[config.mk]
export PLATFORM = sky130hd
export DESIGN_NAME = array_cmd_seq
export DESIGN_NICKNAME = d
export VERILOG_FILES = /design/src/rtl/cim_pkg.sv /design/src/rtl/array_cmd_seq.sv
export SDC_FILE = /design/constraint.sdc
export NUM_CORES = 1
export LEC_CHECK = 0
export ABC_AREA = 1
export BUFFER_PORTS_ARGS = -buffer_cell sky130_fd_sc_hd__buf_4
export CAP_MARGIN = 0
export CELL_PAD_IN_SITES_DETAIL_PLACEMENT = 1
export CELL_PAD_IN_SITES_GLOBAL_PLACEMENT = 2
export CORE_ASPECT_RATIO = 1.2
export CORE_MARGIN = 2
export CORE_UTILIZATION = 32
export CTS_BUF_LIST = sky130_fd_sc_hd__clkbuf_2 sky130_fd_sc_hd__clkbuf_4 sky130_fd_sc_hd__clkbuf_8
export DETAILED_ROUTE_END_ITERATION = 8
export PLACE_DENSITY_LB_ADDON = 0.1
export SYNTH_ARGS = -nofsm -noshare
export SYNTH_HDL_FRONTEND = slang
export SYNTH_SLANG_ARGS = --single-unit
[constraint.sdc]
create_clock -name clk -period 3 [get_ports clk]
set_clock_uncertainty 0.15 [all_clocks]
set_input_delay 0.15 -clock clk [delete_from_list [all_inputs] [get_ports clk]]
set_output_delay 0.15 -clock clk [all_outputs]
set_load 0.01 [all_outputs]
[src/rtl/cim_pkg.sv]
// cim_pkg: shared op codes, sequencer states and default widths for the CIM array blocks
package cim_pkg;

    localparam logic [1:0] OP_READ   = 2'b00;
    localparam logic [1:0] OP_WRITE  = 2'b01;
    localparam logic [1:0] OP_SEARCH = 2'b10;
    localparam logic [1:0] OP_IDLE   = 2'b11;

    localparam int DATA_W_DEF = 16;
    localparam int BANK_W_DEF = 4;
    localparam int COL_W_DEF  = 3;

    typedef enum logic [1:0] {
        ST_IDLE    = 2'd0,
        ST_ISSUE   = 2'd1,
        ST_WR_WAIT = 2'd2,
        ST_RESP    = 2'd3
    } seq_state_t;

endpackage

[src/rtl/array_cmd_seq.sv]
// array_cmd_seq: host-side sequencer that holds array ops stable, expands write bursts and returns results
module array_cmd_seq
    import cim_pkg::*;
#(
    parameter int DATA_W  = DATA_W_DEF,
    parameter int BANK_W  = BANK_W_DEF,
    parameter int COL_W   = COL_W_DEF,
    parameter int ARR_LAT = 2,
    parameter int WR_CYC  = 1
) (
    input  logic              clk,
    input  logic              rst_n,
    input  logic              req_valid,
    output logic              req_ready,
    input  logic [1:0]        req_op,
    input  logic [BANK_W-1:0] req_bank,
    input  logic [COL_W-1:0]  req_col,
    input  logic [3:0]        req_len,
    input  logic [DATA_W-1:0] req_data,
    output logic [1:0]        op_code,
    output logic [BANK_W-1:0] addr_bank,
    output logic [COL_W-1:0]  addr_col,
    output logic [DATA_W-1:0] data,
    input  logic [DATA_W-1:0] arr_rdata,
    output logic              rsp_valid,
    input  logic              rsp_ready,
    output logic [1:0]        rsp_op,
    output logic [DATA_W-1:0] rsp_data,
    output logic              busy
);

    localparam logic [7:0] RD_HOLD = 8'(ARR_LAT - 1);
    localparam logic [7:0] WR_HOLD = 8'(WR_CYC - 1);

    seq_state_t state, state_nx;
    logic [1:0] op_r;
    logic [7:0] hold_cnt;
    logic [3:0] beats_left;
    logic [3:0] len_r;
    logic       hold_done;
    logic       new_req;
    logic       next_beat;

    assign hold_done = (hold_cnt == 8'd0);
    assign new_req   = (state == ST_IDLE) && req_valid && (req_op != OP_IDLE);
    assign next_beat = (state == ST_WR_WAIT) && req_valid;
    assign busy      = (state != ST_IDLE);

    // state register; async reset abandons any in-flight op or partial burst
    always_ff @(posedge clk or negedge rst_n) begin
        if (!rst_n) state <= ST_IDLE;
        else        state <= state_nx;
    end

    // next state and handshake/array outputs; the array sees idle outside ISSUE
    always_comb begin
        state_nx  = state;
        req_ready = 1'b0;
        rsp_valid = 1'b0;
        op_code   = OP_IDLE;
        case (state)
            ST_IDLE: begin
                req_ready = 1'b1;
                if (new_req) state_nx = ST_ISSUE;
            end
            ST_ISSUE: begin
                op_code = op_r;
                if (hold_done)
                    state_nx = (op_r == OP_WRITE && beats_left != 4'd0) ? ST_WR_WAIT : ST_RESP;
            end
            ST_WR_WAIT: begin
                req_ready = 1'b1;
                if (req_valid) state_nx = ST_ISSUE;
            end
            default: begin
                rsp_valid = 1'b1;
                if (rsp_ready) state_nx = ST_IDLE;
            end
        endcase
    end

    // request capture, hold/beat counting, burst bank stepping and result capture
    always_ff @(posedge clk or negedge rst_n) begin
        if (!rst_n) begin
            op_r       <= OP_IDLE;
            addr_bank  <= '0;
            addr_col   <= '0;
            data       <= '0;
            hold_cnt   <= '0;
            beats_left <= '0;
            len_r      <= '0;
            rsp_op     <= OP_READ;
            rsp_data   <= '0;
        end else begin
            if (new_req) begin
                op_r       <= req_op;
                addr_bank  <= req_bank;
                addr_col   <= req_col;
                data       <= req_data;
                len_r      <= req_len;
                beats_left <= req_len;
                hold_cnt   <= (req_op == OP_WRITE) ? WR_HOLD : RD_HOLD;
            end
            if (next_beat) begin
                data     <= req_data;
                hold_cnt <= WR_HOLD;
            end
            if (state == ST_ISSUE) begin
                if (!hold_done) begin
                    hold_cnt <= hold_cnt - 8'd1;
                end else if (op_r != OP_WRITE) begin
                    rsp_op   <= op_r;
                    rsp_data <= arr_rdata;
                end else if (beats_left != 4'd0) begin
                    beats_left <= beats_left - 4'd1;
                    addr_bank  <= addr_bank + BANK_W'(1);
                end else begin
                    rsp_op   <= OP_WRITE;
                    rsp_data <= DATA_W'({1'b0, len_r} + 5'd1);
                end
            end
        end
    end

endmodule
== Yosys cells after proc, flatten, opt, wreduce, memory -nomap -nowiden ==
Index checks and enable logic that the tools add are counted.
Cells by class
  add/sub/neg operators: 4
  multiplexer cells: 30
  reductions and logical operators: 14
  eq/ne operators: 10
Operators by type and width (count)
  $mux 16: 4
  $mux 4: 10
  $mux 8: 4
  $mux 2: 7
  $logic_not 8->1: 1
  $ne 2x2->1 const B: 4
  $reduce_bool 4->1: 2
  $sub 8x1->8 const B: 1
  $eq 2x1->1 const B: 3
  $pmux 2 s3: 1
  $add 4x1->5 const B: 1
  $add 4x1->4 const B: 1
  $logic_and 1x1->1: 4
  $mux 1: 4
  $ne 2x1->1 const B: 2
  $reduce_and 4->1: 1
  $reduce_bool 2->1: 2
  $sub 4x1->4 const B: 1
  $reduce_and 3->1: 1
  $reduce_or 3->1: 1
  $eq 2x2->1 const B: 1
  $logic_not 2->1: 1
  $reduce_or 2->1: 1
Storage, ports and cells
  bits in registers: 61
  word-level logic and storage cells: 68
  input bits: 49
  output and inout bits: 46

== Depth between registers and ports, before layout ==
  depth in word-level cells: 8
  gate-level depth with buffers: 10

== Worst setup path after synthesis ==
OpenSTA, ideal clock, no wires.
  kind: reg2reg
  start: register state[0]
  end: register beats_left[2]
  buffers on the path: 1
  arrival time: 1348 ps
  setup slack: 1425 ps
  stages on the path, launching flop included: 10
  clock period less this slack: 1575 ps
  cell sequence: dfrtp_1 -> inv_1 -> ha_1 -> nand2_1 -> a21oi_2 -> buf_6 -> nand2_1 -> nand2_1 -> inv_1 -> a21oi_1
Between the ends
  word-level cells in the longest chain between the ends: 8
  elaborated cells between the ends (all ways): 9
  classes of those cells: 1 x eq/ne; 5 x mux; 3 x reduce/logical
Ends and longest elaborated chain
  start: declaration: line array_cmd_seq.sv:35  | seq_state_t state, state_nx;
  start signal: assignment: line array_cmd_seq.sv:52  | else state <= state_nx;
  $logic_not 2->1: line array_cmd_seq.sv:45  | assign new_req = (state == ST_IDLE) && req_valid && (req_op != OP_IDLE);
  $logic_and 1x1->1 (2 in a row): line array_cmd_seq.sv:45
  $mux 4: line array_cmd_seq.sv:95  | if (new_req) begin
  $mux 4: line array_cmd_seq.sv:114  | end else if (beats_left != 4'd0) begin
  $mux 4: line array_cmd_seq.sv:111  | end else if (op_r != OP_WRITE) begin
  $mux 4: line array_cmd_seq.sv:109  | if (!hold_done) begin
  $mux 4 *: line array_cmd_seq.sv:108  | if (state == ST_ISSUE) begin
  end signal: assignment: line array_cmd_seq.sv:101  | beats_left <= req_len;
  end signal: assignment: line array_cmd_seq.sv:115  | beats_left <= beats_left - 4'd1;
  end: declaration: line array_cmd_seq.sv:38  | logic [3:0] beats_left;
Mark *: on every way between the ends. The rest lies on a longest branch, timed or not.
A chain may end at the register's enable or synchronous reset.

== Final worst setup path ==
  start: register op_r[1]
  end: register rsp_data[3]
Between the ends
  word-level cells in the longest chain between the ends: 3
  elaborated cells between the ends (all ways): 4
  classes of those cells: 2 x eq/ne; 1 x mux; 1 x reduce/logical
Ends and longest elaborated chain
  start: declaration: line array_cmd_seq.sv:36  | logic [1:0] op_r;
  start signal: assignment: line array_cmd_seq.sv:96  | op_r <= req_op;
  $ne 2x1->1 *: line array_cmd_seq.sv:111
  $ne 2x1->1 (no line)
  $reduce_and 3->1 (no line)
  end signal: assignment: line array_cmd_seq.sv:113  | rsp_data <= arr_rdata;
  end signal: assignment: line array_cmd_seq.sv:119  | rsp_data <= DATA_W'({1'b0, len_r} + 5'd1);
  end: declaration: line array_cmd_seq.sv:28  | output logic [DATA_W-1:0] rsp_data,
Marks and branches as above.

==> metrics.csv <==
metric,value,unit
sequential share of the synthesized area,48.5,%
area share of the largest cell type after synthesis,46.9,%
Starting Density,32.9,%
Post-Syn Area,3150,µm²
top-count cell post-synth,nand2_1,
die area,10700,µm²
clock buffer depth,2,
WS Path Type,register to register,
multiplexer share of the synthesized area,0,%
minimum clock period,2.19,ns
Pre-Repair DR Iteration Count,4,
P_int,2680,µW
CP Launch Type,register,
DP HPWL,5810,µm
gr usage total,17.6,%
# Post-CTS Setup Buffers,0,
global route overflow,0,
wire per inst,13.0,µm
layer with the highest usage,met2,
ranking of synthesized cells by area,"dfrtp_1 (47%), nand2_1 (20%), nand3_1 (5.1%), inv_1 (4.1%), o21ai_2 (3.6%)",
Synth Net Count,454,
commonest cells in the netlist,"nand2_1 (169), dfrtp_1 (59), inv_1 (34), nand3_1 (32), nor2_1 (24)",
Peak VDD IR,0.000429,V
Peak Freq,457,MHz
HP Class,primary input to register,
M2 GR Usage,29.0,%
first-pass GRT wire length,14900,µm
R2R Path Start,op_r[1],
Vias/cell,4.58,
vias in the first global route,3226,
Max transition margin,45.5,%
final slew viol count,0,
sequential share of power,33.3,%
NetSw,1860,µW
met3 Use GR,5.73,%
Core Area,9560,µm²
"reg-to-reg slack, setup",0.81,ns
clock power share,16.9,%
Ant. Diodes,0,
period utilization,73.0,%
clk slew on worst S/H paths,0.07,ns
Routed Antenna Nets,0,
RR Endpoint,rsp_data[3],
Yosys top cell by area,dfrtp_1,
design area,4590,µm²
CTS resizes,0,
DIE HEIGHT,113,µm
#FFs+latches synth,61,
met1 Use GR,21.9,%
Iter 0 DRT Violations,80,
ratio of cells with drive above 1 in the final layout,26.1,%
combinational family with the most area after synthesis,simple AND/OR/NAND/NOR gates,
PortBufs,94,
Post-synth EDFFs,0,
Synth Instances,397,
RSZ-0062 raised after global routing,no,
slew at the pin with the worst max-slew slack,0.817,ns
Worst R2R Path Depth,9,
CP endpoint,rsp_data[3],
final hold slack,0.0178,ns
Final Hold Viols,0,
worst-path fanout max,32,
Ports,95,
pin count of the biggest net entering global routing,62,
Adder-Cell Fraction of Synth Area,3.18,%
Skew-Pair Late Insertion Delay,0.33,ns
pre-CTS setup slack,0.785,ns
detailed-route DRC error count,0,
Core Rows,39,
Comb pwr share,49.8,%
CP Capture Type,register,
Yosys warning total,0,
Max-Cap Viols,0,
"Primary FF master, synth",dfrtp_1,
number of H-tree levels,3,
initial antenna violation count,0,
Syn Area/Cell,7.94,µm²
Via Count,3044,
final worst slack,0.810,ns
Critical Path RT,3.12,ns
Final setup viols,0,
leakage power figure,0.00246,µW
number of CTS-inserted buffers,9,
# nets final,593,
Switching Share,40.9,%
Post-Route Setup TNS,0,ns
RD Place Congestion,0.746,
Compound-Gate Fraction of Synth Area,7.55,%
library cells used by synthesis,28,
clock sinks,61,
fillers,1218,
placed instance count,604,
Die Width,94.6,µm
WP data arrival,2.31,ns
pwr/cell area,988,nW/µm²
"Area growth, synth to finish",45.8,%
final std cells w/o fill,664,
Worst Setup SP,op_r[1],
Simple-Gate Fraction of Synth Area,31.7,%
placed cell areas,3940,µm²
status,finished clean,
Post-Synth XOR/XNOR Area,1.67,%
asr flop ratio synth,100,%
clock tree root buffer cell,clkbuf_8,
Routed WL,8640,µm
CTS tree,done,
## cells by family after synthesis
family,count (synthesis)
and+or+nand+nor,237
buffers and inverters,49
AOI/OAI and AO/OA,36
adders and majority gates,8
DFF,61
xor gates and xnor gates,6
## through the flow
step / utilization (%) / power [µW]
after floorplan: - / 2920
after global placement: 41.2 / 3720
after detailed placement: 41.2 / 3780
after CTS: 48.0 / 4620
after global routing: 48.0 / 5010
final: 48.0 / 4540
## flip-flops by register name (all words and copies together) (netlist names), 3 cells and up
register and flops:
beats_left 4, rsp_data 16, hold_cnt 8, addr_col 3, len_r 4, addr_bank 4, data 16
## critical path, stage by stage, from the launching register on
cell     delay (ns)
dfstp_2        0.52
inv_1          0.07
nand2_1        0.07
buf_4          0.24
inv_1          0.12
nand2_1        0.17
nand3_4        0.37
inv_1          0.28
nand2_1        0.08
nand2_1        0.06
## metal layers
metal / vias to the layer above / routed length, µm
met5: - / 0
met4: 0 / 65
met3: 5 / 566
met2: 82 / 4060
met1: 1446 / 3950
li1: 1511 / -
## power by group through the flow
| stage | combinational [µW] | clock, µW | sequential (µW) |
|---|---|---|---|
| after global routing | 2600 | 840 | 1570 |
| after floorplan | 1320 | 0 | 1600 |
| after global placement | 2200 | 0 | 1520 |
| after detailed placement | 2250 | 0 | 1520 |
| after CTS | 2310 | 799 | 1510 |
| final | 2260 | 769 | 1510 |
## area by class of cell
cell class | instances | area (µm²) | area share (%)
sequential | 61 | 1530 | 33.3
timing repair buffer | 143 | 1180 | 25.8
clock buffer | 14 | 174 | 3.79
multi-input combinational | 287 | 1390 | 30.2
clock inverter | 2 | 35.0 | 0.763
tap | 123 | 154 | 3.35
inverter | 34 | 128 | 2.78
## placed cells by master (no fill, tap or decap), types with 2 or more instances in the layout
cell type	instances
nand4_1	2
nand3_1	32
nor2_1	24
xor2_1	2
o31ai_1	2
dfrtp_1	59
ha_1	8
o21ai_1	2
clkbuf_8	11
clkbuf_4	3
a21oi_1	6
dfstp_2	2
nand2_2	4
inv_1	34
xnor2_1	4
o21ai_2	13
buf_4	99
dlygate4sd3_1	44
o21ai_0	12
nand2_1	169
## what timing repair did
item                                    in CTS  in global routing
endpoints found under the hold margin      103                  0
endpoints found under the setup margin       0                  0
hold buffers                                44                  0
## how the worst min path moves through the flow
stage          cells after the start           end    startpoint  slack [ns]
3_5_place_dp                       1   rsp_data[3]         rst_n        0.15
4_1_cts                            5   rsp_data[3]  arr_rdata[3]      0.0005
5_1_grt                            4       op_r[1]     req_valid        0.03
3_3_place_gp                       1   rsp_data[3]         rst_n        0.16
6_report                           5   rsp_data[3]  arr_rdata[3]        0.02
2_1_floorplan                      0  addr_bank[0]         rst_n       -0.30
No activity file was read; power rests on OpenSTA's default activity.
